$ cat config.mk
export PLATFORM = sky130hd
export DESIGN_NAME = fixed_point_square_flat
export DESIGN_NICKNAME = d
export VERILOG_FILES = /design/src/rtl/fixed_point_square_pkg.sv /design/src/rtl/fixed_point_square_if.sv /design/src/rtl/fixed_point_square_ffd.sv /design/src/rtl/fixed_point_square.sv /design/src/flat_wrapper.sv
export SDC_FILE = /design/constraint.sdc
export NUM_CORES = 1
export LEC_CHECK = 0
export CAP_MARGIN = 5
export CORE_MARGIN = 1
export CORE_UTILIZATION = 54
export CTS_CLUSTER_DIAMETER = 120
export CTS_CLUSTER_SIZE = 8
export DETAILED_ROUTE_END_ITERATION = 12
export HOLD_SLACK_MARGIN = 0.02
export PLACE_DENSITY_LB_ADDON = 0.3
export SYNTH_ARGS = -nofsm -noshare
export SYNTH_HDL_FRONTEND = slang
export SYNTH_SLANG_ARGS = --single-unit
$ cat constraint.sdc
create_clock -name Clock -period 4.5 [get_ports Clock]
set_input_delay 0.45 -clock Clock [delete_from_list [all_inputs] [get_ports Clock]]
set_output_delay 0.45 -clock Clock [all_outputs]
set_load 0.01 [all_outputs]
$ cat src/rtl/fixed_point_square_pkg.sv
// Shared sizes and state encodings for the serial fixed-point squarer.
package fixed_point_square_pkg;

    localparam int unsigned WIDTH      = 32;
    localparam int unsigned SCALE      = 17;
    localparam int unsigned LONG_WIDTH = 64;
    localparam int unsigned CNT_WIDTH  = $clog2(WIDTH);

    localparam logic [1:0] SQ_IDLE = 2'd0;
    localparam logic [1:0] SQ_ITER = 2'd1;
    localparam logic [1:0] SQ_DONE = 2'd2;

endpackage

$ cat src/rtl/fixed_point_square_if.sv
// Start/operand request and busy/result response of the squarer.
interface fixed_point_square_if;
    import fixed_point_square_pkg::*;

    logic                  iInputReady;
    logic [WIDTH-1:0]      Operand;
    logic                  oBusy;
    logic                  OutputReady;
    logic [LONG_WIDTH-1:0] Result;

    modport master (
        output iInputReady,
        output Operand,
        input  oBusy,
        input  OutputReady,
        input  Result
    );

    modport slave (
        input  iInputReady,
        input  Operand,
        output oBusy,
        output OutputReady,
        output Result
    );

endinterface

$ cat src/rtl/fixed_point_square_ffd.sv
// Rising-edge flop with synchronous active-high reset and load enable,
// same shape as the output stage flop of the sqrt unit.
module fixed_point_square_ffd #(
    parameter int unsigned Size = 1
) (
    input  logic            Clock,
    input  logic            Reset,
    input  logic            Enable,
    input  logic [Size-1:0] D,
    output logic [Size-1:0] Q
);

    // Reset has priority over a load.
    always_ff @(posedge Clock) begin
        if (Reset) begin
            Q <= '0;
        end else if (Enable) begin
            Q <= D;
        end
    end

endmodule

$ cat src/rtl/fixed_point_square.sv
// Serial shift-add squarer: one multiplier bit per cycle, exact |x|^2 >> SCALE.
module fixed_point_square
    import fixed_point_square_pkg::*;
(
    input logic                 Clock,
    input logic                 Reset,
    fixed_point_square_if.slave sq
);

    logic [1:0]            state_q, state_d;
    logic [CNT_WIDTH-1:0]  cnt_q, cnt_d;
    logic [WIDTH-1:0]      mcand_q, mcand_d;
    logic [WIDTH-1:0]      mplier_q, mplier_d;
    logic [2*WIDTH-1:0]    acc_q, acc_d;

    logic [WIDTH-1:0]      magnitude;
    logic [2*WIDTH-1:0]    partial;
    logic                  last_iter;
    logic [LONG_WIDTH-1:0] result_d;

    // Two's complement negate keeps 0x8000_0000 as 2^31 when read unsigned.
    assign magnitude = sq.Operand[WIDTH-1] ? (~sq.Operand + WIDTH'(1)) : sq.Operand;
    assign partial   = {{WIDTH{1'b0}}, mcand_q} << cnt_q;
    assign last_iter = (state_q == SQ_ITER) && (cnt_q == CNT_WIDTH'(WIDTH - 1));
    assign result_d  = LONG_WIDTH'(acc_d >> SCALE);
    assign sq.oBusy  = (state_q == SQ_ITER);

    // Next-state logic for the FSM, bit counter and shift-add datapath.
    always_comb begin
        state_d  = state_q;
        cnt_d    = cnt_q;
        mcand_d  = mcand_q;
        mplier_d = mplier_q;
        acc_d    = acc_q;
        unique case (state_q)
            SQ_IDLE, SQ_DONE: begin
                state_d = SQ_IDLE;
                if (sq.iInputReady) begin
                    state_d  = SQ_ITER;
                    cnt_d    = '0;
                    mcand_d  = magnitude;
                    mplier_d = magnitude;
                    acc_d    = '0;
                end
            end
            SQ_ITER: begin
                if (mplier_q[0]) begin
                    acc_d = acc_q + partial;
                end
                mplier_d = mplier_q >> 1;
                cnt_d    = cnt_q + CNT_WIDTH'(1);
                if (last_iter) begin
                    state_d = SQ_DONE;
                end
            end
            default: state_d = SQ_IDLE;
        endcase
    end

    // Control and datapath state; reset clears everything and aborts a running op.
    always_ff @(posedge Clock) begin
        if (Reset) begin
            state_q  <= SQ_IDLE;
            cnt_q    <= '0;
            mcand_q  <= '0;
            mplier_q <= '0;
            acc_q    <= '0;
        end else begin
            state_q  <= state_d;
            cnt_q    <= cnt_d;
            mcand_q  <= mcand_d;
            mplier_q <= mplier_d;
            acc_q    <= acc_d;
        end
    end

    // Result only loads on the final iteration, so partial sums never show.
    fixed_point_square_ffd #(
        .Size (LONG_WIDTH)
    ) u_result_ffd (
        .Clock  (Clock),
        .Reset  (Reset),
        .Enable (last_iter),
        .D      (result_d),
        .Q      (sq.Result)
    );

    // Completion pulse lines up with the DONE state.
    fixed_point_square_ffd #(
        .Size (1)
    ) u_ready_ffd (
        .Clock  (Clock),
        .Reset  (Reset),
        .Enable (1'b1),
        .D      (last_iter),
        .Q      (sq.OutputReady)
    );

endmodule
$ cat src/flat_wrapper.sv
// flat-port wrapper written by rule: the top's interface ports become plain ports
module fixed_point_square_flat import fixed_point_square_pkg::*;
  (Clock, Reset, sq_iInputReady, sq_Operand, sq_oBusy, sq_OutputReady, sq_Result);
  fixed_point_square_if sq_i ();
  input logic Clock;
  input logic Reset;
  input wire logic [$bits(sq_i.iInputReady)-1:0] sq_iInputReady;
  input wire logic [$bits(sq_i.Operand)-1:0] sq_Operand;
  output wire logic [$bits(sq_i.oBusy)-1:0] sq_oBusy;
  output wire logic [$bits(sq_i.OutputReady)-1:0] sq_OutputReady;
  output wire logic [$bits(sq_i.Result)-1:0] sq_Result;
  assign sq_i.iInputReady = sq_iInputReady;
  assign sq_i.Operand = sq_Operand;
  assign sq_oBusy = sq_i.oBusy;
  assign sq_OutputReady = sq_i.OutputReady;
  assign sq_Result = sq_i.Result;
  fixed_point_square u_core (.Clock(Clock), .Reset(Reset), .sq(sq_i));
endmodule
==> results.ini, run 1 <==
[outcome]
status = finished with violations
violations = negative setup slack

[critical_path]
regToRegEndpoint = u_core.u_result_ffd.Q[46]$_SDFFE_PP0P_
rr_startpoint = u_core.cnt_q[0]$_SDFFE_PP0P_
regToRegSetupSlack_ps = -20
cp_max_fo = 8
worstSetupStartpointType = register
critical_path_class = register to register
r2r_cells = 17
cp-end-kind = register
required_ps = 4820
worstPathArrival_ps = 4840

[synth]
yosysTopAreaCell = dfxtp_1
yosysWarnings = 0
ys_top_cells_by_area = dfxtp_1 (28%), a21oi_1 (6.8%), ha_1 (6.3%)
synth_edf_count = 0
ys_types = 76
synth_top_area_share_pct = 27.9
netlist_area_um2 = 13100
synth.yosys.seq_area_share_pct = 27.9
synth.avg_cell_area_um2 = 7.66
ys_async_sr_fraction_pct = 0
synth_cells = 1713
synth_seq_cells = 183
dominantRegCellSynth = dfxtp_1

[placement]
port_buffers = 83
dp_slack_ps = -291
dp_hpwl_mm = 32.4
place_congestion = 1.02

[global_route]
grt_max_degree = 109
track_usage_pct = 34.3
grt_remaining_overflow = 0
grt_pass1_wl_mm = 66.5
grt_pass1_vias = 12400
antenna_found_initial = 0

[sta]
fin_ws_ps = -17.8
finalSetupViolations = 2
tightest_slew_ps = 1050
rsz0062_at_grt = yes
fin_crit_sh_pct = 100
fmax_mhz = 221
period_needed_ps = 4520
skew_ps = 21.6
drv_slew = 0
slew_headroom_pct = 29.9
finalHoldViolations = 0

[power]
p_seq_share_pct = 42.8
total_power_mw = 3.99
switching_share_pct = 31.4
p_clk_share_pct = 38.6
p_leak_nw = 6.54
p_int_mw = 2.74
pwr-share-comb_pct = 18.6
ir_drop_uv = 239
powerDensity_nw_per_um2 = 243
switching_power_mw = 1.25

[floorplan]
die-area_um2 = 24900
initial_core_util_pct = 55.4
core_um2 = 23700
rows = 56
die_h_um = 158
io_pins = 101
die_w_um = 158

[layout]
layout-drive-gt1-share_pct = 19.3
mostFrequentLayoutCell = nor2_1
syn_to_final_growth_pct = 25.2
antennaDiodeCount = 0
seq_area_um2 = 3670
nNetsFinal = 1986
layout_common_cells = nor2_1 (200), nand2_1 (191), buf_4 (182)
nFillCells = 2042
multiInputGateArea_um2 = 9270

[routing]
drc = 0
wl_mm = 43.4
drt_iter0_drc = 1185
viasPerCell = 6.15
ant_nets = 0
vias = 13600
drt-wirelength-per-cell_um = 19.6
drtPass1Iterations = 6

[flow_run]
drv_cap = 0

[clock_tree]
worstSkewPairLatency_ps = 450
numCtsBuffers = 17
cts_num_sinks = 183
cts_buffer_depth = 2
cts_tree = done
clkSlewWorstSetupHoldPaths_ps = 90
clock-root-buffer = clkbuf_16
cts_max_level = 4

[worst_hold_path]
min-delay-start = u_core.mplier_q[31]$_SDFFE_PP0P_
hp-class = register to register
min_to = u_core.mplier_q[31]$_SDFFE_PP0P_
whs_path_depth = 2

## state kept, by name, indices dropped and copies added, names as in the netlist
register / count
u_core.acc_q: 64
u_core.u_result_ffd.Q: 47
u_core.mcand_q: 32
u_core.mplier_q: 32
u_core.cnt_q: 5
u_core.state_q: 2
u_core.u_ready_ffd.Q: 1
## worst max path at each step
stage | start | depth (start not counted) | end
2_1_floorplan | u_core.cnt_q[1]$_SDFFE_PP0P_ | 17 | u_core.u_result_ffd.Q[30]$_SDFFE_PP0P_
3_3_place_gp | u_core.cnt_q[0]$_SDFFE_PP0P_ | 19 | u_core.u_result_ffd.Q[35]$_SDFFE_PP0P_
3_5_place_dp | u_core.cnt_q[0]$_SDFFE_PP0P_ | 20 | u_core.acc_q[61]$_SDFF_PP0_
4_1_cts | u_core.cnt_q[0]$_SDFFE_PP0P_ | 17 | u_core.u_result_ffd.Q[23]$_SDFFE_PP0P_
5_1_grt | u_core.cnt_q[0]$_SDFFE_PP0P_ | 18 | u_core.u_result_ffd.Q[32]$_SDFFE_PP0P_
6_report | u_core.cnt_q[0]$_SDFFE_PP0P_ | 17 | u_core.u_result_ffd.Q[46]$_SDFFE_PP0P_
## power by group through the flow
| stage | Sequential, mW | Clock (mW) | Combinational [mW] |
|---|---|---|---|
| after floorplan | 1.73 | 0 | 0.408 |
| after global routing | 1.71 | 1.61 | 0.796 |
| after global placement | 1.74 | 0 | 0.656 |
| final | 1.71 | 1.54 | 0.740 |
| after detailed placement | 1.74 | 0 | 0.669 |
| after CTS | 1.70 | 1.55 | 0.681 |
## cell usage after synthesis (18+ instances only)
cell type    n
nand4_1     20
inv_1       34
ha_1        66
a211oi_1    44
a21oi_1    177
a22oi_1     43
clkbuf_1   107
nor2_1     204
nand2_1    193
xnor2_1     53
dfxtp_1    183
a21o_1      39
a31oi_1     21
mux2i_1     49
xor2_1      22
o22ai_1     20
mux4_2      18
o21ai_0     89
nand3_1     50
o21bai_1    21
nor3_1      19
mux2_2      18
## worst max-delay path, stage by stage, from the launching register on
cell	delay [ps]
dfxtp_4	390
buf_12	140
mux4_2	570
mux2_2	330
o21ai_1	230
nor2_1	110
ha_1	300
buf_4	150
a21oi_1	120
o21ai_0	170
a21oi_1	430
buf_4	220
o21ai_2	120
a2111o_1	560
a31oi_1	180
buf_4	150
mux2i_1	170
nor4_1	50
## cells by family (layout without fill, tap and decap cells)
kind of cell | after synthesis | count (layout) | synth area share (%)
AND/OR/NAND/NOR | 580 | 580 | 19.9
adder cells (fa/ha/maj) | 67 | 67 | 6.45
flip-flops | 183 | 183 | 27.9
XOR/XNOR | 75 | 75 | 5.01
multiplexers | 85 | 85 | 8.37
AO/OA/AOI/OAI | 549 | 549 | 26.8
buffers and inverters | 173 | 341 | 5.52
other | 1 | 17 | 0.0286
## area by class of cell
type	count	share of cell area, %
clock inverters	15	0.930
clock buffers	17	2.59
multi-input cells	1373	56.5
flip-flops and latches	183	22.4
well taps	319	2.43
inverters	35	0.800
repair buffers	274	14.4
## per-layer routing
metal / global-route usage, % / share of wire, % / up-vias
li1: - / - / 6589
met1: 46.5 / 45 / 6384
met5: 0 / 0 / -
met2: 56.5 / 46 / 566
met3: 3.91 / 6.1 / 97
met4: 11.2 / 3.1 / 0
## stage by stage
step                      instance area (um^2)  utilization, %  std cells  TNS [ps]  hold WS, ps
after CTS                                15900            67.2       2206         0          464
after detailed placement                 15200            64.4       2172     -4250          450
after floorplan                          13200               -       1729         0          432
final                                    16400            69.3       2216     -24.4          468
after global placement                   15200            64.4       2172     -2090          442
after global routing                     16400            69.3       2216     -1740          472
## timing repair
| action | 4_1_cts | 5_1_grt |
|---|---|---|
| resized for setup | 27 | 107 |
| pin swaps | 2 | 25 |
| hold buffers | 0 | 0 |
| buffers inserted | 2 | 8 |
| gates cloned | 0 | 2 |
| setup endpoints to repair | 36 | 64 |
Power figures use the tool's default switching activity.
==> run 2: changes to the inputs <==
--- a/config.mk
+++ b/config.mk
@@ -13,6 +13,7 @@
 export DETAILED_ROUTE_END_ITERATION = 12
 export HOLD_SLACK_MARGIN = 0.02
 export PLACE_DENSITY_LB_ADDON = 0.3
+export SLEW_MARGIN = 10
 export SYNTH_ARGS = -nofsm -noshare
 export SYNTH_HDL_FRONTEND = slang
 export SYNTH_SLANG_ARGS = --single-unit
==> constraint.sdc (replaced) <==
create_clock -name Clock -period 4.1 [get_ports Clock]
set_input_delay 0.41 -clock Clock [delete_from_list [all_inputs] [get_ports Clock]]
set_output_delay 0.41 -clock Clock [all_outputs]
set_load 0.01 [all_outputs]
==> results.ini, run 2 (synthesis results as in run 1) <==
[layout]
largest_register_ff_count = 64  ; unchanged
antennaDiodeCount = 0  ; unchanged
seq_area_um2 = 3670  ; unchanged
layout-drive-gt1-share_pct = 31.7  ; +12 points
top_register = u_core.acc_q
postLayoutCellArea_um2 = 18700  ; +14%
post-route-util_pct = 78.8  ; +9.4 points
nNetsFinal = 2162  ; +8.9%
syn_to_final_growth_pct = 42.2
layout_common_cells = buf_4 (345), nor2_1 (188), nand2_1 (182)
nFillCells = 1647  ; -19%
multiInputGateArea_um2 = 10100  ; +8.6%
mostFrequentLayoutCell = buf_4
reg_top3 = u_core.acc_q x64, u_core.u_result_ffd.Q x47

[critical_path]
worstSetupStartpointType = register
slowest_stage = o41a_1
crit_top_cell = buf_4
worst-path-buf-inv = 4  ; unchanged
critPathTopFamily = compound AO/OA/AOI/OAI gates
required_ps = 4480  ; -340 ps
critPathMaxStageDelay_ps = 460  ; -110 ps
worstPathArrival_ps = 4800  ; -40 ps
path_cells = buf_6 > mux2i_1 > a21oi_1 > buf_4 > a21oi_1 > buf_4 > a21o_1 > mux2i_1 > ha_1 > nand4_1 > buf_4 > o41a_1 > a2111oi_4 > or2_4 > a31oi_4 > or4_1 > o211ai_1
critical_path_class = register to register
cp_max_fo = 7  ; -1
cp-end-kind = register

[power]
powerDensity_nw_per_um2 = 248  ; +1.9%
p_leak_nw = 7.56  ; +16%
ir_drop_uv = 279  ; +17%

[sta]
drv_slew = 0  ; unchanged
skew_ps = 24.8  ; +3.14 ps
slew_headroom_pct = 29.2  ; -0.74 points
period_needed_ps = 4420  ; -94.7 ps
tightest_slew_ps = 1060  ; +14.4 ps
finalSetupViolations = 59  ; +57
fin_crit_sh_pct = 108  ; +7.5 points
tns_ps = -9520  ; -9500 ps
fin_ws_ps = -323  ; -305 ps
finalHoldViolations = 0  ; unchanged
fmax_mhz = 226  ; +2.1%
rsz0062_at_grt = yes

[clock_tree]
cts_num_sinks = 183  ; unchanged
cts_max_level = 4  ; unchanged
clock-root-buffer = clkbuf_16
cts_tree = done
cts_buffer_depth = 2  ; unchanged
worstSkewPairLatency_ps = 460  ; about the same
cts_hold_buf = 0  ; unchanged
numCtsBuffers = 17  ; unchanged
clkSlewWorstSetupHoldPaths_ps = 100  ; about the same

[floorplan]
initial_core_util_pct = 55.4  ; unchanged
io_pins = 101  ; unchanged
core_um2 = 23700  ; unchanged
rows = 56  ; unchanged
die-area_um2 = 24900  ; unchanged
die_w_um = 158  ; unchanged
die_h_um = 158  ; unchanged

[routing]
met1Wirelength_mm = 20.2  ; +4.1%
wl_met3_mm = 3.72  ; +41%
wl_mm = 48.4  ; +11%
maxUsedRoutingLayer = met4
viasPerCell = 6.21  ; +1.0%
drtPass1Iterations = 6  ; unchanged
wl_met2_mm = 22.3  ; +11%
drt_iter0_drc = 1399  ; +18%
drt-wirelength-per-cell_um = 20.2  ; +3.2%
drc = 0  ; unchanged
vias = 14900  ; +9.0%
ant_nets = 0  ; unchanged

[flow_run]
drv_cap = 0  ; unchanged

[placement]
port_buffers = 83  ; unchanged
place_area_um2 = 16300  ; +7.0%
dp_slack_ps = -596  ; -305 ps
dp_hpwl_mm = 33.0  ; +2.0%
place_congestion = 0.970  ; -4.5%

[global_route]
grt_pass1_wl_mm = 71.6  ; +7.7%
antenna_found_initial = 0  ; unchanged
grt_remaining_overflow = 0  ; unchanged
grt_max_degree = 138  ; +27%
track_usage_pct = 36.7  ; +2.4 points
grt_pass1_vias = 13500  ; +9.0%

[outcome]
status = finished with violations
violations = negative setup slack

[worst_hold_path]
hp-class = register to register

-- run 2: metrics by stage --
stage               power (mW)  hold WS, ps  cells
CTS                       4.50          467   2381
floorplan                 2.35          432   1729
finish                    4.62          463   2392
detailed placement        2.67          454   2306
global placement          2.66          444   2306
global route              4.76          498   2392
-- run 2: final cells by class --
type,instances,area share [%]
Clock inverter,15,1.12
Multi-Input combinational cell,1373,54.0
Clock buffer,17,2.28
Timing Repair Buffer,450,20.1
Inverter,35,0.724
Sequential cell,183,19.7
Tap cell,319,2.14
-- run 2: worst paths after layout --
path         slack (ps)                                to  cells after the start                              from
min reg2reg         460  u_core.mplier_q[31]$_SDFFE_PP0P_                      2  u_core.mplier_q[31]$_SDFFE_PP0P_
max reg2reg        -320       u_core.acc_q[61]$_SDFF_PP0_                     17      u_core.cnt_q[1]$_SDFFE_PP0P_
max                -320       u_core.acc_q[61]$_SDFF_PP0_                     17      u_core.cnt_q[1]$_SDFFE_PP0P_
min                 460  u_core.mplier_q[31]$_SDFFE_PP0P_                      2  u_core.mplier_q[31]$_SDFFE_PP0P_
-- run 2: routing by layer --
metal | vias up | GRT usage (%)
li1 | 6921 | -
met1 | 6986 | 48.6
met2 | 789 | 60.8
met3 | 170 | 4.33
met4 | 0 | 14.1
met5 | - | 0
-- run 2: worst reg2reg max path, cell delays in order (launching register included) --
cell	delay [ps]
dfxtp_4	400
buf_6	140
mux2i_1	370
a21oi_1	210
buf_4	170
a21oi_1	140
buf_4	150
a21o_1	180
mux2i_1	100
ha_1	390
nand4_1	200
buf_4	200
o41a_1	460
a2111oi_4	440
or2_4	220
a31oi_4	90
or4_1	410
o211ai_1	100
-- run 2: power breakdown --
group	internal [mW]	leakage, nW	total, mW	switching [mW]
registers	1.83	1.49	1.88	0.0480
clock network	0.851	0.304	1.80	0.948
logic	0.434	5.77	0.944	0.511
total	3.11	7.56	4.62	1.51
-- run 2: repair_timing --
action                                  CTS  global route
cloned                                    0             1
buffers inserted                         43            10
resized for setup                       150           162
pin swaps                                56            49
endpoints found under the setup margin   76            93
==> edit: new RTL, config.mk and constraints of run 1 <==
The package constant `WIDTH` goes from 32 to 16.
--- a/src/rtl/fixed_point_square_pkg.sv
+++ b/src/rtl/fixed_point_square_pkg.sv
@@ -3,3 +3,3 @@
 
-    localparam int unsigned WIDTH      = 32;
+    localparam int unsigned WIDTH      = 16;
     localparam int unsigned SCALE      = 17;
Ports: changed (resized sq_Operand); port bits go from 101 to 85. No check against the original RTL was run, so the function may have changed too.
==> edit against run 1 <==
Critical path type unchanged; power down 54%; area after synthesis down 50%; setup slack better by 430 ps; routed wire length down 65%; clock power down 51%; cell area down 57%; clock skew down 13 ps; critical endpoint is now u_core.u_result_ffd.Q[11]$_SDFFE_PP0P_; sequential cell count down 97.
==> edit: results (changes against run 1) <==
Layout cell share with drive strength beyond 1 = 7.83% (was 19.3%)
Slew @ Worst Pin = 1220 ps (was 1050 ps)
Register bit total from synthesis = 86 (was 183)
Met1 usage = 32.6% (was 46.5%)
Most instantiated cells after synthesis = 110 x nand2_1, 93 x a21oi_1, 86 x dfxtp_1, 85 x nor2_1, 51 x buf_4 (was 204 x nor2_1, 193 x nand2_1, 183 x dfxtp_1, 177 x a21oi_1, 107 x clkbuf_1)
Seq/Total Area, Yosys = 26.0% (was 27.9%)
Multi-In Gates = 704 (was 1373)
H-tree depth = 3 (was 4)
Plain + repair buffers = 48 (was 274)
Max FO, Critical Path = 15 (was 8)
Met1 wire length = 7.18 mm (was 19.4 mm)
Post-CTS resize count = 0 (was 27)
Synth Area in XOR/XNOR = 4.37% (was 5.01%)
Synth area leaders = dfxtp_1 26%, a21oi_1 7.0%, ha_1 6.2%, nand2_1 6.2%, buf_4 5.8% (was dfxtp_1 28%, a21oi_1 6.8%, ha_1 6.3%, nor2_1 5.8%, nand2_1 5.5%)
Fin nets = 918 (was 1986)
Max IR drop VDD = 0.000221 V (was 0.000239 V)
Fraction of area in registers = 24.3% (was 22.4%)
CP peak stage delay = 630 ps (was 570 ps)
Post-synthesis compound-gate area fraction = 23.9% (was 26.8%)
Clock buf count = 9 (was 17)
Reg clk slew, reported paths = 60 ps (was 90 ps)
WL final = 15.2 mm (was 43.4 mm)
Iteration-0 DRC Markers = 428 (was 1185)
Lkg Pwr = 2.74 nW (was 6.54 nW)
GR Util All Layers = 24.8% (was 34.3%)
Inverter count = 16 (was 35)
Fin Clk Skew = 8.88 ps (was 21.6 ps)
Non-Filler Instances = 1016 (was 2216)
Combined area of the multi-input logic cells = 4370 sq um (was 9270 sq um)
Status = complete, no violations (was finished with violations)
Synthesized netlist cell count = 862 (was 1713)
Die area = 12700 sq um (was 24900 sq um)
[edit: final timing paths]
| check | from | end | slack [ps] | cells past startpoint |
|---|---|---|---|---|
| setup reg to reg | u_core.cnt_q[1]$_SDFFE_PP0P_ | u_core.u_result_ffd.Q[11]$_SDFFE_PP0P_ | 410 | 13 |
| hold / removal | u_core.mplier_q[15]$_SDFFE_PP0P_ | u_core.mplier_q[15]$_SDFFE_PP0P_ | 460 | 2 |
| setup / recovery | u_core.cnt_q[1]$_SDFFE_PP0P_ | u_core.u_result_ffd.Q[11]$_SDFFE_PP0P_ | 410 | 13 |
| hold reg to reg | u_core.mplier_q[15]$_SDFFE_PP0P_ | u_core.mplier_q[15]$_SDFFE_PP0P_ | 460 | 2 |
[edit: power groups by stage]
stage                     Sequential, W  Clock (W)  Combinational, W
after floorplan                0.000813          0          0.000245
after global placement         0.000822          0          0.000268
after detailed placement       0.000822          0          0.000269
after CTS                      0.000805   0.000765          0.000271
after global routing           0.000808   0.000798          0.000301
final                          0.000805   0.000748          0.000270
